`config.mk`:
```
export PLATFORM = sky130hd
export DESIGN_NAME = plot_sink_writer
export DESIGN_NICKNAME = d
export VERILOG_FILES = /design/src/rtl/draw_pkg.sv /design/src/rtl/plot_fifo.sv /design/src/rtl/plot_sink_writer.sv
export SDC_FILE = /design/constraint.sdc
export NUM_CORES = 1
export LEC_CHECK = 0
export CORE_ASPECT_RATIO = 0.5
export CORE_MARGIN = 2
export CORE_UTILIZATION = 34
export DETAILED_ROUTE_END_ITERATION = 12
export PLACE_DENSITY = 0.56
export SETUP_SLACK_MARGIN = 0.3
export SLEW_MARGIN = 0
export SYNTH_ARGS = -nofsm -noshare
export SYNTH_HDL_FRONTEND = slang
export SYNTH_SLANG_ARGS = --single-unit
```
`constraint.sdc`:
```
create_clock -name iClk -period 2.4 [get_ports iClk]
set_clock_uncertainty 0.05 [all_clocks]
set_input_delay 0.48 -clock iClk [delete_from_list [all_inputs] [get_ports iClk]]
set_output_delay 0.48 -clock iClk [all_outputs]
set_load 0.005 [all_outputs]
```
`src/rtl/draw_pkg.sv`:
```
// Shared drawing definitions: screen geometry defaults, colour constants,
// framebuffer address width helper and the pixel write entry type.
package draw_pkg;

  localparam int SCREEN_WIDTH_DEF  = 640;
  localparam int SCREEN_HEIGHT_DEF = 480;
  localparam int COLOUR_W          = 3;

  localparam logic [COLOUR_W-1:0] COL_BLACK = 3'b000;
  localparam logic [COLOUR_W-1:0] COL_WHITE = 3'b111;

  function automatic int addr_w(input int width, input int height);
    return $clog2(width * height);
  endfunction

  localparam int ADDR_W_DEF = addr_w(SCREEN_WIDTH_DEF, SCREEN_HEIGHT_DEF);

  typedef struct packed {
    logic [ADDR_W_DEF-1:0] addr;
    logic [COLOUR_W-1:0]   colour;
  } pix_wr_t;

endpackage

```
`src/rtl/plot_fifo.sv`:
```
// Synchronous write-buffer FIFO; a push is accepted when full only if a pop
// happens on the same edge. DEPTH must be a power of two.
module plot_fifo #(
  parameter int WIDTH = 8,
  parameter int DEPTH = 4
) (
  input  logic             iClk,
  input  logic             iResetn,
  input  logic             push,
  input  logic [WIDTH-1:0] push_data,
  input  logic             pop,
  output logic             full,
  output logic             empty,
  output logic [WIDTH-1:0] head_data
);

  localparam int PTR_W = $clog2(DEPTH);
  localparam int CNT_W = $clog2(DEPTH + 1);

  logic [WIDTH-1:0] mem_q [DEPTH];
  logic [WIDTH-1:0] mem_d [DEPTH];
  logic [PTR_W-1:0] wr_ptr_q, wr_ptr_d, rd_ptr_q, rd_ptr_d;
  logic [CNT_W-1:0] count_q, count_d;
  logic             push_ok, pop_ok;

  assign full      = (count_q == CNT_W'(DEPTH));
  assign empty     = (count_q == '0);
  assign head_data = mem_q[rd_ptr_q];

  always_comb begin
    pop_ok   = pop && !empty;
    push_ok  = push && (!full || pop_ok);
    mem_d    = mem_q;
    wr_ptr_d = wr_ptr_q;
    rd_ptr_d = rd_ptr_q;
    count_d  = count_q;
    if (push_ok) begin
      mem_d[wr_ptr_q] = push_data;
      wr_ptr_d        = wr_ptr_q + 1'b1;
    end
    if (pop_ok) rd_ptr_d = rd_ptr_q + 1'b1;
    if (push_ok && !pop_ok)      count_d = count_q + 1'b1;
    else if (!push_ok && pop_ok) count_d = count_q - 1'b1;
  end

  // Storage is cleared on reset so the head reads zero out of reset.
  always_ff @(posedge iClk or negedge iResetn) begin
    if (!iResetn) begin
      mem_q    <= '{default: '0};
      wr_ptr_q <= '0;
      rd_ptr_q <= '0;
      count_q  <= '0;
    end else begin
      mem_q    <= mem_d;
      wr_ptr_q <= wr_ptr_d;
      rd_ptr_q <= rd_ptr_d;
      count_q  <= count_d;
    end
  end

endmodule

```
`src/rtl/plot_sink_writer.sv`:
```
// Pixel-plot sink: capture, clip, linear address, buffered framebuffer writes.
// Optional transfer/drop counters are built when PLOT_SINK_STATS_EN is defined.
module plot_sink_writer
  import draw_pkg::*;
#(
  parameter int SCREEN_WIDTH  = SCREEN_WIDTH_DEF,
  parameter int SCREEN_HEIGHT = SCREEN_HEIGHT_DEF,
  parameter int COL_W         = COLOUR_W,
  parameter int FIFO_DEPTH    = 4,
  localparam int ADDR_W       = addr_w(SCREEN_WIDTH, SCREEN_HEIGHT),
  localparam int X_W          = $clog2(SCREEN_WIDTH) + 1,
  localparam int Y_W          = $clog2(SCREEN_HEIGHT) + 1
) (
  input  logic              iClk,
  input  logic              iResetn,
  input  logic [X_W-1:0]    iX_pixel,
  input  logic [Y_W-1:0]    iY_pixel,
  input  logic [COL_W-1:0]  iColour,
  input  logic              iPlot,
  input  logic              iMemGrant,
  input  logic              iClearErr,
  output logic [ADDR_W-1:0] oMemAddr,
  output logic [COL_W-1:0]  oMemData,
  output logic              oMemWe,
  output logic              oBusy,
  output logic              oClipped,
  output logic              oOverflow
`ifdef PLOT_SINK_STATS_EN
  ,
  output logic [31:0]       oWriteCount,
  output logic [15:0]       oDropCount
`endif
);

  localparam logic [X_W-1:0] X_LIM = X_W'(SCREEN_WIDTH);
  localparam logic [Y_W-1:0] Y_LIM = Y_W'(SCREEN_HEIGHT);
  localparam int ENTRY_W = ADDR_W + COL_W;

  logic              s1_valid_q, s1_valid_d;
  logic [X_W-1:0]    s1_x_q, s1_x_d;
  logic [Y_W-1:0]    s1_y_q, s1_y_d;
  logic [COL_W-1:0]  s1_col_q, s1_col_d;
  logic              s2_valid_q, s2_valid_d;
  logic [ADDR_W-1:0] s2_addr_q, s2_addr_d;
  logic [COL_W-1:0]  s2_col_q, s2_col_d;
  logic              clip_q, clip_d;
  logic              overflow_q, overflow_d;

  logic               fifo_full, fifo_empty, pop, drop_evt;
  logic [ENTRY_W-1:0] head;

  always_comb begin
    s1_valid_d = iPlot;
    s1_x_d     = iX_pixel;
    s1_y_d     = iY_pixel;
    s1_col_d   = iColour;

    clip_d     = s1_valid_q && ((s1_x_q >= X_LIM) || (s1_y_q >= Y_LIM));
    s2_valid_d = s1_valid_q && !clip_d;
    // Widen both operands first so y*width never truncates before the add.
    s2_addr_d  = ADDR_W'(s1_y_q) * ADDR_W'(SCREEN_WIDTH) + ADDR_W'(s1_x_q);
    s2_col_d   = s1_col_q;

    pop        = !fifo_empty && iMemGrant;
    drop_evt   = s2_valid_q && fifo_full && !pop;
    overflow_d = drop_evt || (overflow_q && !iClearErr);
  end

  always_ff @(posedge iClk or negedge iResetn) begin
    if (!iResetn) begin
      s1_valid_q <= 1'b0;
      s1_x_q     <= '0;
      s1_y_q     <= '0;
      s1_col_q   <= '0;
      s2_valid_q <= 1'b0;
      s2_addr_q  <= '0;
      s2_col_q   <= '0;
      clip_q     <= 1'b0;
      overflow_q <= 1'b0;
    end else begin
      s1_valid_q <= s1_valid_d;
      s1_x_q     <= s1_x_d;
      s1_y_q     <= s1_y_d;
      s1_col_q   <= s1_col_d;
      s2_valid_q <= s2_valid_d;
      s2_addr_q  <= s2_addr_d;
      s2_col_q   <= s2_col_d;
      clip_q     <= clip_d;
      overflow_q <= overflow_d;
    end
  end

  plot_fifo #(
    .WIDTH (ENTRY_W),
    .DEPTH (FIFO_DEPTH)
  ) u_fifo (
    .iClk      (iClk),
    .iResetn   (iResetn),
    .push      (s2_valid_q),
    .push_data ({s2_addr_q, s2_col_q}),
    .pop       (pop),
    .full      (fifo_full),
    .empty     (fifo_empty),
    .head_data (head)
  );

  assign oMemAddr  = head[ENTRY_W-1:COL_W];
  assign oMemData  = head[COL_W-1:0];
  assign oMemWe    = !fifo_empty;
  assign oBusy     = s1_valid_q || s2_valid_q || !fifo_empty;
  assign oClipped  = clip_q;
  assign oOverflow = overflow_q;

`ifdef PLOT_SINK_STATS_EN
  logic [31:0] wr_cnt_q, wr_cnt_d;
  logic [15:0] drop_cnt_q, drop_cnt_d;
  logic [16:0] drop_sum;

  // A clip and an overflow drop can land on the same edge, hence +2.
  always_comb begin
    drop_sum   = {1'b0, drop_cnt_q} + 17'(clip_d) + 17'(drop_evt);
    drop_cnt_d = drop_sum[16] ? 16'hFFFF : drop_sum[15:0];
    wr_cnt_d   = wr_cnt_q + 32'(pop);
    if (iClearErr) begin
      drop_cnt_d = '0;
      wr_cnt_d   = '0;
    end
  end

  always_ff @(posedge iClk or negedge iResetn) begin
    if (!iResetn) begin
      wr_cnt_q   <= '0;
      drop_cnt_q <= '0;
    end else begin
      wr_cnt_q   <= wr_cnt_d;
      drop_cnt_q <= drop_cnt_d;
    end
  end

  assign oWriteCount = wr_cnt_q;
  assign oDropCount  = drop_cnt_q;
`endif

endmodule

```
After elaboration in Yosys (flattened, before gate mapping)
Index checks and enable logic that the tools add are counted.

Word-level logic and storage cells: 63. Output and inout bits: 26. Input bits: 29. Bits in registers: 145.

Add/sub/neg operators: 5. Reductions and logical operators: 25. Mux-type cells: 8. Bitwise gates (word level): 2. Equal/unequal tests: 1. $mul: 1. $lt $le $gt $ge: 5.

Operators by type and width (count): bitwise mux 88 bit (1); 2-to-1 mux 22 bit (3); binary-select mux 22 bit (select 2 bit) (1); demux 22 bit (select 2 bit) (1); adder 19 x 11 -> 19 bit (1); multiplier 10 x 3 -> 12 bit, second input constant (1); >= comparator 11 x 10 -> 1 bit, second input constant (1); logical AND 1 bit (11); >= comparator 10 x 9 -> 1 bit, second input constant (1); logical NOT 1 bit (7); >= comparator 3 bit, second input constant (2); 2-to-1 mux 3 bit (2); inverter 2 -> 3 bit (2); logical OR 1 bit (5); adder 2 x 1 -> 2 bit, second input constant (2); adder 3 x 1 -> 3 bit, second input constant (1); equality test 3 bit, second input constant (1); logical NOT 3 bit (1); less-than comparator 3 x 1 -> 1 bit, second input constant (1); subtractor 3 x 1 -> 3 bit, second input constant (1); nonzero test 2 bit (1).

Logic depth before layout (Yosys ltp)
Depth after elaboration: 10. Gate-level depth with buffers: 9. Depth with buffers taken out: 9.

Modules after synthesis
Synthesis repeated with hierarchy kept, for this count alone.

Cells, all modules: 399. Area, all modules: 6306.0 µm².

By module, submodules not included: plot_fifo (area each 4237.8 µm², times used 1, sequential area each 2377.3 µm², cells an instance 250); plot_sink_writer (area each 2068.2 µm², times used 1, sequential area each 1251.2 µm², cells an instance 149).

Least setup slack after synthesis
OpenSTA, ideal clock, no wires.

Path type: register -> register. From: register s1_y_q[1]. To: register s2_addr_q[18]. Data required time: 2.225 ns. Path slack: -0.035 ns. Setup time: 0.125 ns. Arrival: 2.261 ns. Clock period less this slack: 2.435 ns. Path buffers: 0. Cell stages (with the launch flop): 10. Cells stage by stage: dfrtp_1 > ha_1 > ha_1 > fa_1 > nand3_1 > a21oi_1 > nor4_2 > and2_2 > nand4_1 > xnor2_1.

Word-level cells in the longest chain between the ends: 2.

Ends and longest elaborated chain: start, declared (RTL line plot_sink_writer.sv:41) `logic [Y_W-1:0] s1_y_q, s1_y_d;`; start signal, assigned (RTL line plot_sink_writer.sv:83) `s1_y_q <= s1_y_d;`; multiplier 10 x 3 -> 12 bit (RTL line plot_sink_writer.sv:61) `s2_addr_d = ADDR_W'(s1_y_q) * ADDR_W'(SCREEN_WIDTH) + ADDR_W'(s1_x_q);`; adder 19 x 11 -> 19 bit (RTL line plot_sink_writer.sv:61); net s2_addr_d[18] (RTL line plot_sink_writer.sv:44) `logic [ADDR_W-1:0] s2_addr_q, s2_addr_d;`; end signal, assigned (RTL line plot_sink_writer.sv:86) `s2_addr_q <= s2_addr_d;`; end, declared (RTL line plot_sink_writer.sv:44).

The timed path passes the listed nets, and every way through them passes these cells. A chain may end at the register's enable or synchronous reset.

Worst setup path in the final report
From: register u_fifo.rd_ptr_q[0]. To: output oMemAddr[0].

Word-level cells in the longest chain between the ends: 4.

Ends and longest elaborated chain: start, declared (RTL line plot_fifo.sv:22) `logic [PTR_W-1:0] wr_ptr_q, wr_ptr_d, rd_ptr_q, rd_ptr_d;`; start signal, assigned (RTL line plot_fifo.sv:56) `rd_ptr_q <= rd_ptr_d;`; inverter 2 -> 3 bit (not written as such) (RTL line plot_fifo.sv:28) `assign head_data = mem_q[rd_ptr_q];`; binary-select mux 22 bit (select 2 bit) (RTL line plot_fifo.sv:28); 2-to-1 mux 22 bit (not written as such) (2 in a row) (RTL line plot_fifo.sv:28); end, declared (RTL line plot_sink_writer.sv:22) `output logic [ADDR_W-1:0] oMemAddr,`.

Every way passes these cells. The select of a mux whose other input is x is not followed.

==> run metrics <==
Post-synth EDFFs=0; status=completed; RR Startpoint=s1_y_q[1]; Post-synth ARST share=1.000; Setup WS post-layout=0.02235 ns; final max-slew violation count=0; Max IR drop VDD=0.6029 mV; critical path arrival=1.85 ns; initial antenna violation count=0; first-pass GRT wire length=20620 um; # fillers=1570; Root Driver=clkbuf_16; clk sinks=145; post-synthesis register bit count=145; commonest non-fill, non-tap cell in the layout=dfrtp_1; DRT Pass-1 Iters=4; worst skew pair latency=0.41 ns; Vias/cell=4.681; GRT Resource Usage Total=0.1386; clock tree from TritonCTS=done; multi-input logic area=0.002618 mm^2; Slew headroom=0.7597; Avg WL per Cell=16.34 um; dpl ws=-0.06142 ns; area leader, netlist=dfrtp_1; GPL Wtd Cong=0.7794; r2r setup slk=0.05 ns; Routed Antenna Nets=0; total gr overflow=0; drc violations=0; crit path from=u_fifo.rd_ptr_q[0]; DP Cell Count=703; worst-path maximum fanout=7; RSZ-0062 raised after global routing=yes; total length of routed wires=12360 um; Area contributors post-synth=dfrtp_1 (58%), mux2_2 (15%), mux4_2 (7.9%); largest net degree at the start of global routing=52; synthesized area per cell=15.70 um^2; layout cells sized above 1=0.4866; most frequent cells in the layout=dfrtp_1 (143), mux2_2 (86), clkdlybuf4s50_1 (29), buf_4 (27); Max Cap Violations=0; # port buffers=54; Core ar.=0.01770 mm^2; area grow syn2layout=31.93%; FF+latch area=0.003631 mm^2; Mapped Nets=455; ys flop type=dfrtp_1; nets@finish=568; Worst Hold Class=flip-flop to flip-flop; Initial DRC Count=101; Leak=3.714 nW; vias in the first global route=3852; final hold violations=0; detailed placement HPWL=8144 um; Final period util=0.9907; Startpoint Class=flip-flop; slew at the pin closest to its max-slew limit=0.3604 ns; Chip Width=195.7 um; antenna cells=0; Post-Syn Instances=398; post-route minimum period=2.378 ns; vias post-DR=3539; Hold Path Origin=s1_x_q[1]; IO Count=55; Vert. Die Dim=99.87 um; Yosys warnings=0; DP Area=0.007378 mm^2; post-route cell area=0.008245 mm^2; CTS H-tree lvls=4; Max Root-Sink Buffers=2; critical path endpoint category=output port; setup violators final=0; Layout Cells excl Fill=756; clock buffer count from CTS=17; initial core utilization=0.3532; CP Data Required Time=1.87 ns; Synth Cell Area=0.006250 mm^2; Synth top area share=0.5806; critical path class=flip-flop to output port; Post-Route Utilization=0.4659; Die Area=0.01955 mm^2; Site Rows=34; pwr dens=1146 mW/mm^2; CTS clk-pin slew, worst paths=0.06 ns; part of the Yosys area used for sequential elements=0.5806; Synth cell types=44; Fmax=420.6 MHz
==> state kept, by name (all words and copies together), names as in the netlist <==
signal           cells
s1_valid_q           1
s1_y_q              10
s1_col_q             3
oClipped             1
u_fifo.rd_ptr_q      2
s2_valid_q           1
s1_x_q              11
s2_addr_q           19
s2_col_q             3
u_fifo.wr_ptr_q      2
u_fifo.count_q       3
u_fifo.mem_q        88
oOverflow            1
==> Yosys cell counts (2+ instances only) <==
master	instances
nor3_1	2
mux2_1	3
dfrtp_1	145
nand3_1	5
o21bai_1	2
nor2b_1	3
xor2_1	4
nand2_2	4
nand4_1	4
buf_4	8
o21ai_1	2
nand2_1	6
xnor2_1	14
inv_1	13
fa_1	3
nor2_1	9
a21oi_1	6
o21ai_0	5
mux4_2	22
ha_1	25
or3_1	2
buf_2	4
mux2_2	86
==> metrics by stage <==
stage | hold WS (ns) | TNS (ns) | total power, mW
6_report | 0.2979 | 0 | 9.449
3_5_place_dp | 0.2871 | -0.06902 | 6.820
3_3_place_gp | 0.2836 | -0.0009119 | 6.761
5_1_grt | 0.3046 | -0.4600 | 10.05
4_1_cts | 0.3005 | -0.03002 | 9.452
2_1_floorplan | 0.1344 | 0 | 5.436
==> logic make-up after synthesis <==
group / synth area share
AO/OA/AOI/OAI: 0.03123
XOR/XNOR: 0.02783
adder cells (fa/ha/maj): 0.05966
buffers and inverters: 0.02182
flip-flops: 0.5806
multiplexers: 0.2396
AND/OR/NAND/NOR: 0.03924
==> path summary, 6_finish.rpt <==
check,endpoint,cells after the start
setup reg to reg,s2_addr_q[18],9
hold reg to reg,s2_addr_q[1],0
setup / recovery,oMemAddr[0],5
max in group asynchronous,s1_x_q[4],3
min in group asynchronous,oOverflow,2
hold / removal,s2_addr_q[1],0
==> where the power goes <==
part | internal (mW) | total [mW] | switching [mW]
Clock | 1.33 | 2.31 | 0.986
Combinational | 2.20 | 3.43 | 1.23
Sequential | 3.27 | 3.71 | 0.438
==> routing by layer <==
| layer | up-vias | GRT usage | share of wire | wire length (um) |
|---|---|---|---|---|
| met5 | - | 0 | 0 | 0 |
| met4 | 0 | 0.03497 | 0.0060 | 74 |
| met3 | 8 | 0.04301 | 0.025 | 315 |
| met2 | 39 | 0.2277 | 0.49 | 6077 |
| met1 | 1829 | 0.1812 | 0.48 | 5888 |
| li1 | 1663 | - | - | - |
==> layout make-up <==
cell class | count | share of cell area
flip-flops and latches | 145 | 0.4404
well taps | 234 | 0.03551
clock inverters | 11 | 0.008498
multi-input cells | 226 | 0.3175
repair buffers | 108 | 0.1385
inverters | 13 | 0.005918
clock buffers | 19 | 0.05372
==> critical path: stages (launching register included) <==
cell and delay [ns]:
dfrtp_2 0.43, buf_6 0.12, buf_12 0.10, buf_16 0.13, mux4_2 0.50, buf_2 0.14
==> repair_timing <==
| action | CTS | global route |
|---|---|---|
| setup endpoints to repair | 32 | 31 |
| hold buffers | 1 | 0 |
| pin swaps | 10 | 6 |
| endpoints found under the hold margin | 33 | 0 |
| cloned | 1 | 0 |
| gates resized for setup | 133 | 14 |
| setup buffers | 16 | 5 |
No activity file was read; power rests on OpenSTA's default activity.
